==> config.mk <==
export PLATFORM = sky130hd
export DESIGN_NAME = alu_sequencer_flat
export DESIGN_NICKNAME = d
export VERILOG_FILES = /design/src/rtl/alu_sequencer_if.sv /design/src/rtl/alu_sequencer.sv /design/src/flat_wrapper.sv
export SDC_FILE = /design/constraint.sdc
export NUM_CORES = 1
export LEC_CHECK = 0
export ABC_AREA = 0
export ABC_CLOCK_PERIOD_IN_PS = 6000
export CAP_MARGIN = 20
export CORE_MARGIN = 3
export CORE_UTILIZATION = 25
export CTS_CLUSTER_DIAMETER = 80
export DETAILED_ROUTE_END_ITERATION = 10
export GPL_ROUTABILITY_DRIVEN = 0
export GPL_TIMING_DRIVEN = 0
export PLACE_DENSITY = 0.51
export RECOVER_POWER = 100
export SETUP_SLACK_MARGIN = 0.05
export SLEW_MARGIN = 25
export SYNTH_ARGS = -nofsm -noshare
export SYNTH_HDL_FRONTEND = slang
export SYNTH_SLANG_ARGS = --single-unit
==> constraint.sdc <==
create_clock -name clk -period 6 [get_ports clk]
set_input_delay 0.9 -clock clk [delete_from_list [all_inputs] [get_ports clk]]
set_output_delay 0.9 -clock clk [all_outputs]
set_load 0.01 [all_outputs]
==> src/rtl/alu_sequencer_if.sv <==
// alu_sequencer_if
// Bundles every non-clock/reset signal of the ALU sequencer into one interface.
//
// Signal groups:
//   instr_*      : instruction handshake (valid/ready, opcode, rd, rs1, rs2)
//   ld_*         : register preload handshake (valid/ready, addr, data)
//   alu_*        : operands/opcode to the external ALU and its combinational result
//   done         : one-cycle retire pulse
//   dbg_*        : combinational register-file read port
//   instr_count  : 16-bit count of retired instructions
//
// Modports:
//   slave  : the sequencer side
//   master : the side that issues instructions, preloads and models the ALU
interface alu_sequencer_if #(
    parameter int IN_WIDTH     = 8,
    parameter int OPCODE_WIDTH = 4,
    parameter int NUM_REGS     = 8
);
    localparam int RW = $clog2(NUM_REGS);

    logic                    instr_valid;
    logic                    instr_ready;
    logic [OPCODE_WIDTH-1:0] instr_opcode;
    logic [RW-1:0]           instr_rd;
    logic [RW-1:0]           instr_rs1;
    logic [RW-1:0]           instr_rs2;

    logic                    ld_valid;
    logic                    ld_ready;
    logic [RW-1:0]           ld_addr;
    logic [IN_WIDTH-1:0]     ld_data;

    logic [IN_WIDTH-1:0]     alu_a;
    logic [IN_WIDTH-1:0]     alu_b;
    logic [OPCODE_WIDTH-1:0] alu_opcode;
    logic [2*IN_WIDTH-1:0]   alu_result;

    logic                    done;
    logic [RW-1:0]           dbg_addr;
    logic [IN_WIDTH-1:0]     dbg_data;
    logic [15:0]             instr_count;

    modport slave (
        input  instr_valid, instr_opcode, instr_rd, instr_rs1, instr_rs2,
        output instr_ready,
        input  ld_valid, ld_addr, ld_data,
        output ld_ready,
        output alu_a, alu_b, alu_opcode,
        input  alu_result,
        output done,
        input  dbg_addr,
        output dbg_data,
        output instr_count
    );

    modport master (
        output instr_valid, instr_opcode, instr_rd, instr_rs1, instr_rs2,
        input  instr_ready,
        output ld_valid, ld_addr, ld_data,
        input  ld_ready,
        input  alu_a, alu_b, alu_opcode,
        output alu_result,
        input  done,
        output dbg_addr,
        input  dbg_data,
        input  instr_count
    );
endinterface

==> src/rtl/alu_sequencer.sv <==
// alu_sequencer
// Small register-file sequencer for an external combinational ALU. An accepted
// instruction reads its two sources, presents them to the ALU, captures the
// double-width result and writes it back (low half to rd; for multiply, the
// high half also goes to rd+1, wrapping to register 0).
//
// Ports:
//   clk  : clock, rising edge
//   rst  : asynchronous reset, active high
//   bus  : alu_sequencer_if.slave (instruction, preload, ALU, debug, counter)
//
// The interface instance must use the same parameter values as this module.
module alu_sequencer #(
    parameter int IN_WIDTH     = 8,
    parameter int OPCODE_WIDTH = 4,
    parameter int NUM_REGS     = 8
) (
    input  logic            clk,
    input  logic            rst,
    alu_sequencer_if.slave  bus
);
    localparam int RW = $clog2(NUM_REGS);
    localparam logic [OPCODE_WIDTH-1:0] OP_MUL = OPCODE_WIDTH'(7);
    localparam logic [RW-1:0]           LAST_REG = RW'(NUM_REGS - 1);

    typedef enum logic [1:0] {
        IDLE,
        EXEC,
        WB,
        WB_HI
    } state_t;

    state_t                  state;
    state_t                  state_next;

    logic [IN_WIDTH-1:0]     regs [NUM_REGS];
    logic [IN_WIDTH-1:0]     op_a;
    logic [IN_WIDTH-1:0]     op_b;
    logic [OPCODE_WIDTH-1:0] opcode;
    logic [RW-1:0]           rd;
    logic [RW-1:0]           rd_hi;
    logic [2*IN_WIDTH-1:0]   res;
    logic [15:0]             count;

    logic                    instr_ready;
    logic                    ld_ready;
    logic                    done;
    logic                    accept;
    logic                    load;

    assign accept = bus.instr_valid && instr_ready;
    assign load   = bus.ld_valid && ld_ready;

    // The high half of a multiply lands in the register after rd, wrapping
    // explicitly so non-power-of-two register counts still behave.
    assign rd_hi = (rd == LAST_REG) ? '0 : rd + RW'(1);

    // State register.
    always_ff @(posedge clk or posedge rst) begin
        if (rst) begin
            state <= IDLE;
        end else begin
            state <= state_next;
        end
    end

    // Next state and handshake/retire outputs. All outputs are gated by rst
    // so nothing is offered or retired while reset is held.
    always_comb begin
        state_next  = state;
        instr_ready = 1'b0;
        ld_ready    = 1'b0;
        done        = 1'b0;
        case (state)
            IDLE: begin
                instr_ready = !rst;
                ld_ready    = !rst && !bus.instr_valid;
                if (accept) begin
                    state_next = EXEC;
                end
            end
            EXEC: begin
                state_next = WB;
            end
            WB: begin
                if (opcode == OP_MUL) begin
                    state_next = WB_HI;
                end else begin
                    done       = !rst;
                    state_next = IDLE;
                end
            end
            WB_HI: begin
                done       = !rst;
                state_next = IDLE;
            end
            default: begin
                state_next = IDLE;
            end
        endcase
    end

    // Operand latch, result capture and retire counter. Sources are read at
    // accept time, so an instruction whose rd aliases a source sees the old
    // value.
    always_ff @(posedge clk or posedge rst) begin
        if (rst) begin
            op_a   <= '0;
            op_b   <= '0;
            opcode <= '0;
            rd     <= '0;
            res    <= '0;
            count  <= '0;
        end else begin
            if (accept) begin
                opcode <= bus.instr_opcode;
                rd     <= bus.instr_rd;
                op_a   <= regs[bus.instr_rs1];
                op_b   <= regs[bus.instr_rs2];
            end
            if (state == EXEC) begin
                res <= bus.alu_result;
            end
            if (done) begin
                count <= count + 16'd1;
            end
        end
    end

    // Register file. Preloads only happen in IDLE and writebacks only in
    // WB/WB_HI, so at most one write occurs per cycle.
    always_ff @(posedge clk or posedge rst) begin
        if (rst) begin
            for (int i = 0; i < NUM_REGS; i++) begin
                regs[i] <= '0;
            end
        end else begin
            if (load) begin
                regs[bus.ld_addr] <= bus.ld_data;
            end else if (state == WB) begin
                regs[rd] <= res[IN_WIDTH-1:0];
            end else if (state == WB_HI) begin
                regs[rd_hi] <= res[2*IN_WIDTH-1:IN_WIDTH];
            end
        end
    end

    assign bus.instr_ready = instr_ready;
    assign bus.ld_ready    = ld_ready;
    assign bus.done        = done;
    assign bus.alu_a       = op_a;
    assign bus.alu_b       = op_b;
    assign bus.alu_opcode  = opcode;
    assign bus.dbg_data    = regs[bus.dbg_addr];
    assign bus.instr_count = count;
endmodule

==> src/flat_wrapper.sv <==
// flat-port wrapper written by rule: the top's interface ports become plain ports
module alu_sequencer_flat 
#(
    parameter int IN_WIDTH     = 8,
    parameter int OPCODE_WIDTH = 4,
    parameter int NUM_REGS     = 8
)
  (clk, rst, bus_instr_valid, bus_instr_opcode, bus_instr_rd, bus_instr_rs1, bus_instr_rs2, bus_instr_ready, bus_ld_valid, bus_ld_addr, bus_ld_data, bus_ld_ready, bus_alu_a, bus_alu_b, bus_alu_opcode, bus_alu_result, bus_done, bus_dbg_addr, bus_dbg_data, bus_instr_count);
  alu_sequencer_if #(.IN_WIDTH(IN_WIDTH), .OPCODE_WIDTH(OPCODE_WIDTH), .NUM_REGS(NUM_REGS)) bus_i ();
  input  logic clk;
  input  logic rst;
  input wire logic [$bits(bus_i.instr_valid)-1:0] bus_instr_valid;
  input wire logic [$bits(bus_i.instr_opcode)-1:0] bus_instr_opcode;
  input wire logic [$bits(bus_i.instr_rd)-1:0] bus_instr_rd;
  input wire logic [$bits(bus_i.instr_rs1)-1:0] bus_instr_rs1;
  input wire logic [$bits(bus_i.instr_rs2)-1:0] bus_instr_rs2;
  output wire logic [$bits(bus_i.instr_ready)-1:0] bus_instr_ready;
  input wire logic [$bits(bus_i.ld_valid)-1:0] bus_ld_valid;
  input wire logic [$bits(bus_i.ld_addr)-1:0] bus_ld_addr;
  input wire logic [$bits(bus_i.ld_data)-1:0] bus_ld_data;
  output wire logic [$bits(bus_i.ld_ready)-1:0] bus_ld_ready;
  output wire logic [$bits(bus_i.alu_a)-1:0] bus_alu_a;
  output wire logic [$bits(bus_i.alu_b)-1:0] bus_alu_b;
  output wire logic [$bits(bus_i.alu_opcode)-1:0] bus_alu_opcode;
  input wire logic [$bits(bus_i.alu_result)-1:0] bus_alu_result;
  output wire logic [$bits(bus_i.done)-1:0] bus_done;
  input wire logic [$bits(bus_i.dbg_addr)-1:0] bus_dbg_addr;
  output wire logic [$bits(bus_i.dbg_data)-1:0] bus_dbg_data;
  output wire logic [$bits(bus_i.instr_count)-1:0] bus_instr_count;
  assign bus_i.instr_valid = bus_instr_valid;
  assign bus_i.instr_opcode = bus_instr_opcode;
  assign bus_i.instr_rd = bus_instr_rd;
  assign bus_i.instr_rs1 = bus_instr_rs1;
  assign bus_i.instr_rs2 = bus_instr_rs2;
  assign bus_instr_ready = bus_i.instr_ready;
  assign bus_i.ld_valid = bus_ld_valid;
  assign bus_i.ld_addr = bus_ld_addr;
  assign bus_i.ld_data = bus_ld_data;
  assign bus_ld_ready = bus_i.ld_ready;
  assign bus_alu_a = bus_i.alu_a;
  assign bus_alu_b = bus_i.alu_b;
  assign bus_alu_opcode = bus_i.alu_opcode;
  assign bus_i.alu_result = bus_alu_result;
  assign bus_done = bus_i.done;
  assign bus_i.dbg_addr = bus_dbg_addr;
  assign bus_dbg_data = bus_i.dbg_data;
  assign bus_instr_count = bus_i.instr_count;
  alu_sequencer #(.IN_WIDTH(IN_WIDTH), .OPCODE_WIDTH(OPCODE_WIDTH), .NUM_REGS(NUM_REGS)) u_core (.clk(clk), .rst(rst), .bus(bus_i));
endmodule
==> summary.md <==
| Metric | Value |
|---|---|
| Min cycle time layout | 4.50 ns |
| Routed Antenna Nets | 0 |
| Synth warn | 0 |
| Setup_tns | 0 ns |
| RSZ-0062 raised after global routing | no |
| Overall routed net length | 29,600 um |
| Port Buffers | 73 |
| Worst Path Class, Setup | input port to output port |
| Dpl ws | 1.86 ns |
| Inserted Clock Buffers | 17 |
| # hold bufs at CTS | 0 |
| Final core occ | 31.0% |
| Initial antenna violation count | 8 |
| Post-DP Area | 0.00978 mm^2 |
| Die Wd | 190 um |
| H-Tree Depth | 4 |
| Clk_skew | 0.00797 ns |
| Fillers | 3,393 |
| Post-synthesis to final-layout area growth | 20.8% |
| CP Max Fanout | 10 |
| Yosys reg bits | 121 |
| Syn Inst Count | 745 |
| Drt via density | 5.48 |
| PnR worst setup slack | 1.50 ns |
| DRC | 0 |
| Type of the most critical hold path | register to register |
| Pleak | 3.98 nW |
| Die height | 190 um |
| Initial drt markers | 1,060 |
| Violations in the final reports | capacitance limit, slew limit |
| Crit. End Element | output port |
| MaxCap Viol Count | 1 |
| Share of cells above drive strength 1 | 25.1% |
| CORE AREA | 0.0329 mm^2 |
| Critical path required time | 5.10 ns |
| Post-synthesis cell area | 0.00846 mm^2 |
| Pin slew with the least headroom to its limit | 2.34 ns |
| Clock sinks | 121 |
| Finished Cell Area | 0.0102 mm^2 |
| CTS tree | done |
| Fin crit share | 75.0% |
| Layout Cells excl Fill | 1,295 |
| Total grt overflow | 0 |
| Largest net degree at the start of global routing | 93 |
| Outcome | finished, violations left |
| Clock transition at the registers of the reported paths | 0.05 ns |
| GRT Util Overall | 16.6% |
| FMAX | 0.222 GHz |
| Cells after DPL | 1,261 |
| DR WL/cell | 22.9 um |
| Syn_nets | 795 |
| Max-Slew Margin vs Limit | -55.9% |
| PwrDens | 373 mW/mm^2 |
| Worst VDD drop | 211 uV |
| Count of final hold-check violations | 0 |
| CTS resizes | 0 |
| First-pass GRT wire length | 45,200 um |
| Post-synthesis sequential area ratio | 35.8% |
| Final-report setup violation count | 0 |
| DRT Pass-1 Iters | 6 |
| Starting Density | 25.7% |
| Number of global-route vias before repair | 7,052 |
| Detailed placement HPWL | 22,000 um |
| Avg Cell Area, Syn | 11.4 um^2 |
| Worst-Skew Late Latency | 0.42 ns |
| Total die area | 0.0361 mm^2 |
| Post-CTS Setup Bufs | 0 |
| Final count of pins violating max slew | 93 |
| CTS Root Cell | clkbuf_16 |
| # IOs | 94 |
| Hold_ws | 0.486 ns |
| Via count | 7,091 |
| Row count | 66 |
| Clock Tree Buf Depth | 2 |
| CP arrival | 3.60 ns |
| Fin nets | 888 |
| Design Power | 3.81 mW |
| Startpoint types | input port |
| Number of distinct library cells after synthesis | 51 |
final cells by class:
class	instances	area (um^2)	share of cell area, %
antenna	2	5.00	0.0490
buffer	108	474	4.64
clock buffer	22	474	4.64
clock inverter	10	116	1.14
inverter	4	17.5	0.171
multi-input combinational	512	4820	47.1
sequential	121	3030	29.6
tap	442	553	5.41
timing repair buffer	74	736	7.20
where the power goes:
group / switching (mW) / internal, mW / total, mW / leakage [nW]
logic: 0.782 / 0.700 / 1.48 / 2.12
registers: 0.233 / 1.06 / 1.30 / 1.57
clock network: 0.386 / 0.645 / 1.03 / 0.287
total: 1.40 / 2.41 / 3.81 / 3.98
registers in the layout (all words and copies together), names as in the netlist:
register and flops:
u_core.regs 64, u_core.bus.instr_count 16, u_core.res 16, u_core.bus.alu_a 8
u_core.bus.alu_b 8, u_core.bus.alu_opcode 4, u_core.rd 3, u_core.state 2
synth_stat cells, drive strengths merged:
cell type / n / share of area [%]
nor3: 2 / 0.31
xor2: 2 / 0.21
buf: 57 / 3.6
and2: 2 / 0.15
a211oi: 20 / 2.1
nand4b: 1 / 0.10
nand2: 24 / 1.1
nand4: 53 / 3.9
nand2b: 5 / 0.37
a32oi: 48 / 5.0
and4bb: 2 / 0.30
clkbuf: 51 / 2.4
nor3b: 6 / 1.1
and3: 2 / 0.15
o2111ai: 16 / 1.7
ha: 3 / 0.44
a31oi: 18 / 1.3
nand3: 5 / 0.30
nor4b: 2 / 0.56
and4: 3 / 0.31
mux2: 96 / 14
mux2i: 16 / 1.9
and3b: 14 / 1.5
inv: 1 / 0.044
o32ai: 6 / 0.71
xnor2: 13 / 1.3
a21oi: 18 / 1.2
nor2: 20 / 0.89
mux4: 48 / 13
o21ai: 56 / 3.4
nor2b: 2 / 0.15
a21o: 5 / 0.44
nor4: 1 / 0.25
dfrtp: 121 / 36
or3: 1 / 0.074
clkinv: 3 / 0.15
and4b: 2 / 0.24
worst paths after layout:
path,slack (ns),endpoint,cells past startpoint,startpoint
worst max-delay path,1.50,bus_dbg_data[7],5,bus_dbg_addr[0]
worst min-delay path,0.49,u_core.bus.instr_count[15],1,u_core.bus.instr_count[15]
worst max register to register,2.57,u_core.regs[51],7,u_core.rd[0]
worst min register to register,0.49,u_core.bus.instr_count[15],1,u_core.bus.instr_count[15]
max in group asynchronous,1.86,u_core.bus.alu_b[3],3,rst
min in group asynchronous,1.30,u_core.res[7],2,rst
worst max-delay path: stages:
cell and delay, ns:
clkbuf_1 0.44, clkbuf_1 0.70, mux4_2 0.66, mux2_2 0.28, dlygate4sd3_1 0.61
logic make-up (layout without fill, tap and decap cells):
logic type               Yosys count  in the layout  share of synthesized area [%]
flip-flops                       121            121                           35.8
other                              0              2                              0
adder cells (fa/ha/maj)            3              3                          0.444
XOR/XNOR                          15             15                           1.55
buffers and inverters            112            218                           6.22
AND/OR/NAND/NOR                  147            147                           11.7
multiplexers                     160            160                           28.5
AO/OA/AOI/OAI                    187            187                           15.7
per-layer routing:
metal  vias up  part of all wire [%]  track usage [%]
met2       369                    44             24.9
li1       3128                     -                -
met4        12                   3.0             5.86
met3        65                   8.8             5.01
met5         -                  0.28                0
met1      3517                    44             22.5
placed cells by master (no fill, tap or decap), types with 13 or more instances in the layout:
master,n
a21oi_1,18
a211oi_1,18
dfrtp_1,121
clkbuf_1,54
o21ai_0,55
nor2_1,20
buf_2,23
clkdlybuf4s50_1,26
clkbuf_16,17
nand4_1,53
and3b_1,13
nand2_1,24
mux2_2,71
o2111ai_1,16
xnor2_1,13
mux2_1,20
dlygate4sd3_1,47
mux2i_1,16
a32oi_1,48
buf_1,17
a31oi_1,18
mux4_2,48
Power figures use the tool's default switching activity.
